--- src/rtl/aes_pkg.sv ---
// Shared definitions for the AES round sequencer: FSM states, key length
// encodings, round counts and the key-length to round-count mapping.
package aes_pkg;

    typedef enum logic [1:0] {
        IDLE  = 2'd0,
        ROUND = 2'd1,
        DONE  = 2'd2
    } state_t;

    localparam logic [1:0] KL_128 = 2'b00;
    localparam logic [1:0] KL_192 = 2'b01;
    localparam logic [1:0] KL_256 = 2'b10;

    localparam int NR_128 = 10;
    localparam int NR_192 = 12;
    localparam int NR_256 = 14;

    // The illegal encoding 2'b11 falls back to the AES-128 round count.
    function automatic int nr_of(input logic [1:0] key_len);
        case (key_len)
            KL_192:  return NR_192;
            KL_256:  return NR_256;
            default: return NR_128;
        endcase
    endfunction

endpackage

--- src/rtl/aes_round_timer.sv ---
// Sub-cycle counter for the round sequencer. Counts the cycles spent inside
// one round and raises tick_o on the last of them; it is held at zero
// whenever the sequencer is not running rounds or is being flushed.
module aes_round_timer #(
    parameter int CYCLES_PER_ROUND = 2
) (
    input  logic clk,
    input  logic rst_n,
    input  logic run_i,
    input  logic clear_i,
    output logic tick_o
);

    localparam int CW = (CYCLES_PER_ROUND > 1) ? $clog2(CYCLES_PER_ROUND) : 1;
    localparam logic [CW-1:0] LAST = CW'(CYCLES_PER_ROUND - 1);

    logic [CW-1:0] sub_q;
    logic [CW-1:0] sub_d;

    assign tick_o = run_i && (sub_q == LAST);

    // Next sub-count: wrap only through the tick, otherwise count up or clear.
    always_comb begin
        sub_d = sub_q;
        if (clear_i || !run_i) begin
            sub_d = '0;
        end else if (tick_o) begin
            sub_d = '0;
        end else begin
            sub_d = sub_q + CW'(1);
        end
    end

    // Sub-count register.
    always_ff @(posedge clk or negedge rst_n) begin
        if (!rst_n) begin
            sub_q <= '0;
        end else begin
            sub_q <= sub_d;
        end
    end

endmodule

--- src/rtl/aes_round_seq.sv ---
// AES round sequencer: accepts one block per handshake, runs 10/12/14 rounds
// chosen by key_len, then holds the result until the consumer takes it.
// Optional block counter output enabled by defining AES_ROUND_SEQ_BLKCNT_EN.
module aes_round_seq
    import aes_pkg::*;
#(
    parameter int CYCLES_PER_ROUND = 2,
    parameter int MAX_ROUNDS       = 14,
    parameter int ROUND_W          = $clog2(MAX_ROUNDS + 1)
) (
    input  logic               clk,
    input  logic               rst_n,
    input  logic               in_valid,
    output logic               in_ready,
    input  logic [1:0]         key_len,
    input  logic               abort,
    output logic               load,
    output logic               round_en,
    output logic [ROUND_W-1:0] round_idx,
    output logic               final_round,
    output logic               out_valid,
    input  logic               out_ready,
    output logic               busy,
    output logic               key_err
`ifdef AES_ROUND_SEQ_BLKCNT_EN
    ,
    output logic [31:0]        blk_count
`endif
);

    state_t             state_q;
    logic [ROUND_W-1:0] n_q;
    logic [ROUND_W-1:0] idx_q;
    logic               key_err_q;
    logic [ROUND_W-1:0] n_sel;
    int                 nr_raw;
    logic               accept;
    logic               tick;

    aes_round_timer #(
        .CYCLES_PER_ROUND(CYCLES_PER_ROUND)
    ) u_timer (
        .clk    (clk),
        .rst_n  (rst_n),
        .run_i  (state_q == ROUND),
        .clear_i(abort),
        .tick_o (tick)
    );

    // in_ready is forced low while reset is held so nothing is offered early.
    assign in_ready    = rst_n && (state_q == IDLE) && !abort;
    assign accept      = in_valid && in_ready;
    assign load        = accept;
    assign round_en    = tick;
    assign round_idx   = idx_q;
    assign final_round = (state_q == ROUND) && (idx_q == n_q);
    assign out_valid   = (state_q == DONE);
    assign busy        = (state_q != IDLE);
    assign key_err     = key_err_q;

    // Round count for the offered key length, clamped to what round_idx can hold.
    always_comb begin
        nr_raw = nr_of(key_len);
        if (nr_raw > MAX_ROUNDS) begin
            nr_raw = MAX_ROUNDS;
        end
        n_sel = ROUND_W'(nr_raw);
    end

    // Main sequencer FSM; abort overrides every state and clears the counters.
    always_ff @(posedge clk or negedge rst_n) begin
        if (!rst_n) begin
            state_q   <= IDLE;
            n_q       <= '0;
            idx_q     <= '0;
            key_err_q <= 1'b0;
        end else begin
            key_err_q <= 1'b0;
            if (abort) begin
                state_q <= IDLE;
                n_q     <= '0;
                idx_q   <= '0;
            end else begin
                case (state_q)
                    IDLE: begin
                        if (accept) begin
                            n_q       <= n_sel;
                            idx_q     <= ROUND_W'(1);
                            key_err_q <= (key_len == 2'b11);
                            state_q   <= ROUND;
                        end
                    end
                    ROUND: begin
                        if (tick) begin
                            if (idx_q == n_q) begin
                                idx_q   <= '0;
                                state_q <= DONE;
                            end else begin
                                idx_q <= idx_q + ROUND_W'(1);
                            end
                        end
                    end
                    DONE: begin
                        if (out_ready) begin
                            state_q <= IDLE;
                        end
                    end
                    default: begin
                        state_q <= IDLE;
                        idx_q   <= '0;
                    end
                endcase
            end
        end
    end

`ifdef AES_ROUND_SEQ_BLKCNT_EN
    logic [31:0] blk_q;

    assign blk_count = blk_q;

    // Completed-result counter; a result discarded by abort is not counted.
    always_ff @(posedge clk or negedge rst_n) begin
        if (!rst_n) begin
            blk_q <= '0;
        end else if ((state_q == DONE) && out_ready && !abort) begin
            blk_q <= blk_q + 32'd1;
        end
    end
`endif

endmodule

--- config.mk ---
export PLATFORM = sky130hd
export DESIGN_NAME = aes_round_seq
export DESIGN_NICKNAME = d
export VERILOG_FILES = /design/src/rtl/aes_pkg.sv /design/src/rtl/aes_round_timer.sv /design/src/rtl/aes_round_seq.sv
export SDC_FILE = /design/constraint.sdc
export NUM_CORES = 1
export LEC_CHECK = 0
export BUFFER_PORTS_ARGS = -buffer_cell sky130_fd_sc_hd__clkbuf_2
export CORE_AREA = 2 2 39 41
export DETAILED_ROUTE_END_ITERATION = 16
export DIE_AREA = 0 0 41 43
export HOLD_SLACK_MARGIN = 0.12
export PLACE_DENSITY = 0.76
export SYNTH_ARGS = -nofsm -noshare
export SYNTH_HDL_FRONTEND = slang
export SYNTH_SLANG_ARGS = --single-unit
export TNS_END_PERCENT = 20
--- constraint.sdc ---
create_clock -name clk -period 2.95 [get_ports clk]
set_input_delay 0.4425 -clock clk [delete_from_list [all_inputs] [get_ports clk]]
set_output_delay 0.4425 -clock clk [all_outputs]
set_load 0.01 [all_outputs]
==> impl_metrics.py <==
metrics = {
    "clock_tree": {
        "clockRootBuffer": "clkbuf_4",
        "cts_tree": "built",
        "clock_sinks": 11,
        "h-tree-depth": 1,
        "clock_latency_ns": 0.27,
        "clk_pin_slew_ns": 0.08,
        "post_cts_resized": 0,
        "cts_buffer_depth": 2,
        "numCtsBuffers": 3,
    },
    "setup_path": {
        "crit_type": "input pin to output port",
        "r2r_cells": 4,
        "start_kind": "input pin",
        "r2r_end": "round_idx[0]",
        "cp-end-kind": "output port",
        "worstReg2RegStart": "round_idx[1]",
        "r2r_slack_ns": 1.47,
        "crit_fanout": 13,
        "cp.required_ns": 2.51,
        "worst-endpoint-arrival_ns": 1.86,
    },
    "power": {
        "pwr-share-comb_pct": 39.8,
        "max-vdd-ir-drop_mv": 0.369,
        "switchingPower_w": 0.000222,
        "p_seq_share_pct": 41.6,
        "p_int_w": 0.000343,
        "p_leak_nw": 0.439,
        "swShare_pct": 39.3,
        "power_frac_clock_pct": 18.6,
        "total_power_w": 0.000564,
        "pwr_density_cell_nw_per_um2": 710,
    },
    "cells_and_area": {
        "design_area_um2": 795,
        "utilization_pct": 57.4,
        "nets": 98,
        "area_growth_pct": 17.2,
        "drive_gt1_share_pct": 32.2,
        "n_antenna_cell": 0,
        "fillers": 135,
    },
    "yosys": {
        "syn_nets": 77,
        "syn_area_um2": 678,
        "synth_cell_types": 32,
        "ys_warn_count": 0,
        "synth.avg_cell_area_um2": 10.1,
        "syn_inst": 67,
        "yosysSeqAreaShare_pct": 40.6,
        "ys_ff_latch": 11,
    },
    "timing": {
        "drv_slew": 0,
        "max-slew-margin-rel_pct": 73.4,
        "fmax_mhz": 433,
        "fin_tns_setup_ns": 0,
        "timing.final.ws_setup_ns": 0.643,
        "finalCriticalPeriod_ns": 2.31,
        "finalHoldViolations": 0,
        "max_slew.worst_pin.slew_ns": 0.399,
        "post-route-period-util_pct": 78.2,
        "setup_viol": 0,
        "worst_clock_skew_ns": 0.00670,
        "rsz0062_at_grt": "false",
    },
    "floorplan": {
        "dieArea_um2": 1760,
        "die_x_um": 41,
        "core_area_um2": 1380,
        "io_pins": 18,
        "die_y_um": 43,
        "start_util_pct": 49.0,
        "rows": 14,
    },
    "global_routing": {
        "antenna_found_initial": 0,
        "overflow": 0,
        "grtUsageTotal_pct": 18.8,
        "first_global_vias": 537,
        "grt_max_degree": 14,
        "grt_pass1_wl_um": 2240,
    },
    "hold_path": {
        "hold_path_end": "key_err",
        "min_from": "in_valid",
        "hold_depth": 2,
        "hold_path.class": "input pin to flop",
    },
    "place": {
        "dpl.hpwl_um": 1010,
        "globalplace.congestion": 0.803,
        "placed_area_um2": 758,
        "io_buffers": 17,
        "preCtsSetupSlack_ns": 1.08,
    },
    "drt": {
        "drc": 0,
        "viasPerCell": 5.47,
        "post_drt_wl_per_cell_um": 12.7,
        "first_pass_iters": 4,
        "wirelength_um": 1310,
        "antenna_left": 0,
        "num_vias": 563,
        "drt_iter0_drc": 13,
    },
    "status": {
        "status": "complete, no violations",
    },
    "job": {
        "maxCapViolations": 0,
    },
}
power groups by stage:
stage	logic [W]	clock network [W]	registers [W]
final	0.000225	0.000105	0.000235
after global routing	0.000253	0.000114	0.000243
after CTS	0.000226	0.000105	0.000235
after detailed placement	0.000223	0	0.000238
after global placement	0.000218	0	0.000235
after floorplan	0.000172	0	0.000224
cells in the final DEF (no fill, tap or decap):
| master | n |
|---|---|
| ha_1 | 3 |
| a21oi_1 | 1 |
| inv_1 | 6 |
| and3_1 | 2 |
| nand4b_1 | 1 |
| clkbuf_2 | 17 |
| or4_4 | 1 |
| nor3b_2 | 1 |
| nor2_1 | 4 |
| dlygate4sd3_1 | 1 |
| o2bb2ai_1 | 1 |
| or2_2 | 1 |
| xor2_1 | 3 |
| nor2b_1 | 2 |
| nand3_1 | 2 |
| mux2i_1 | 2 |
| dfrtp_1 | 11 |
| a211oi_2 | 1 |
| a31oi_2 | 1 |
| nand2b_1 | 4 |
| nor3_1 | 1 |
| a22oi_1 | 1 |
| clkbuf_1 | 1 |
| and3b_2 | 1 |
| o21ai_1 | 1 |
| nand2_1 | 4 |
| and3_2 | 1 |
| o41a_2 | 1 |
| o32ai_1 | 1 |
| a41o_1 | 1 |
| clkbuf_4 | 3 |
| nor3b_1 | 1 |
| o21ai_0 | 3 |
| nand3b_1 | 2 |
final cells by class:
class / instances / area (um^2) / area share [%]
clock buffers: 4 / 26.3 / 3.31
inverters: 6 / 22.5 / 2.83
multi-input cells: 48 / 355 / 44.7
flip-flops and latches: 11 / 275 / 34.6
well taps: 16 / 20.0 / 2.52
repair buffers: 18 / 95.1 / 12.0
registers in the layout, summed over array words and instances (netlist names):
signal         cells
u_timer.sub_q      1
key_err            1
round_idx          4
n_q                3
state_q            2
through the flow:
stage,hold slack [ns],cells
floorplan,0.147,67
finish,0.436,103
detailed placement,0.344,98
CTS,0.437,103
global route,0.463,103
global placement,0.344,98
cell usage after synthesis, drive strengths merged:
master	number	area share (%)
nand3b	2	2.2
nor2	4	2.2
a22oi	1	1.1
and3	3	3.0
o2bb2ai	1	1.3
nand4b	1	1.3
ha	3	5.5
a41o	1	1.5
inv	6	3.3
clkbuf	1	2.0
or4	1	1.7
o41a	1	1.8
nand2	4	2.2
o21ai	4	3.0
a211oi	1	1.8
nand2b	4	3.7
nor2b	2	1.8
o32ai	1	1.3
and3b	1	1.5
nor3	1	0.74
a31oi	1	1.8
nor3b	2	3.0
xor2	3	3.9
or2	1	0.92
nand3	2	1.5
dfrtp	11	41
a21oi	1	0.74
mux2i	2	3.0
buf	1	1.7
layer usage:
metal  vias up  GRT usage [%]  wire [um]
met5         -              0          0
met4         0           8.00         23
met3         4           3.14         45
met2        12           30.3        662
met1       272           23.3        582
li1        275              -          -
cell families after synthesis:
group	share of synthesized area [%]
and+or+nand+nor	25.6
muxes	2.95
adders and majority gates	5.54
xor gates and xnor gates	3.88
buffers and inverters	7.01
DFF	40.6
AOI/OAI and AO/OA	14.4
critical path, cell delays in order:
cell and delay, ns:
dlygate4sd3_1 0.53, clkbuf_2 0.29, and3_2 0.26, nand2_1 0.14, inv_1 0.08, clkbuf_2 0.12
worst max-delay path by stage:
stage                 startpoint          end  slack, ns
floorplan           round_idx[3]  final_round       1.14
global route               rst_n         load       0.50
global placement    round_idx[1]  final_round       1.15
detailed placement  round_idx[1]  final_round       1.08
finish                     rst_n         load       0.64
CTS                        rst_n         load       0.62
repair_timing:
item | in CTS | in global routing
buffers inserted | 0 | 0
hold buffers | 1 | 0
endpoints found under the hold margin | 11 | 0
endpoints found under the setup margin | 0 | 0
Power figures use the tool's default switching activity.
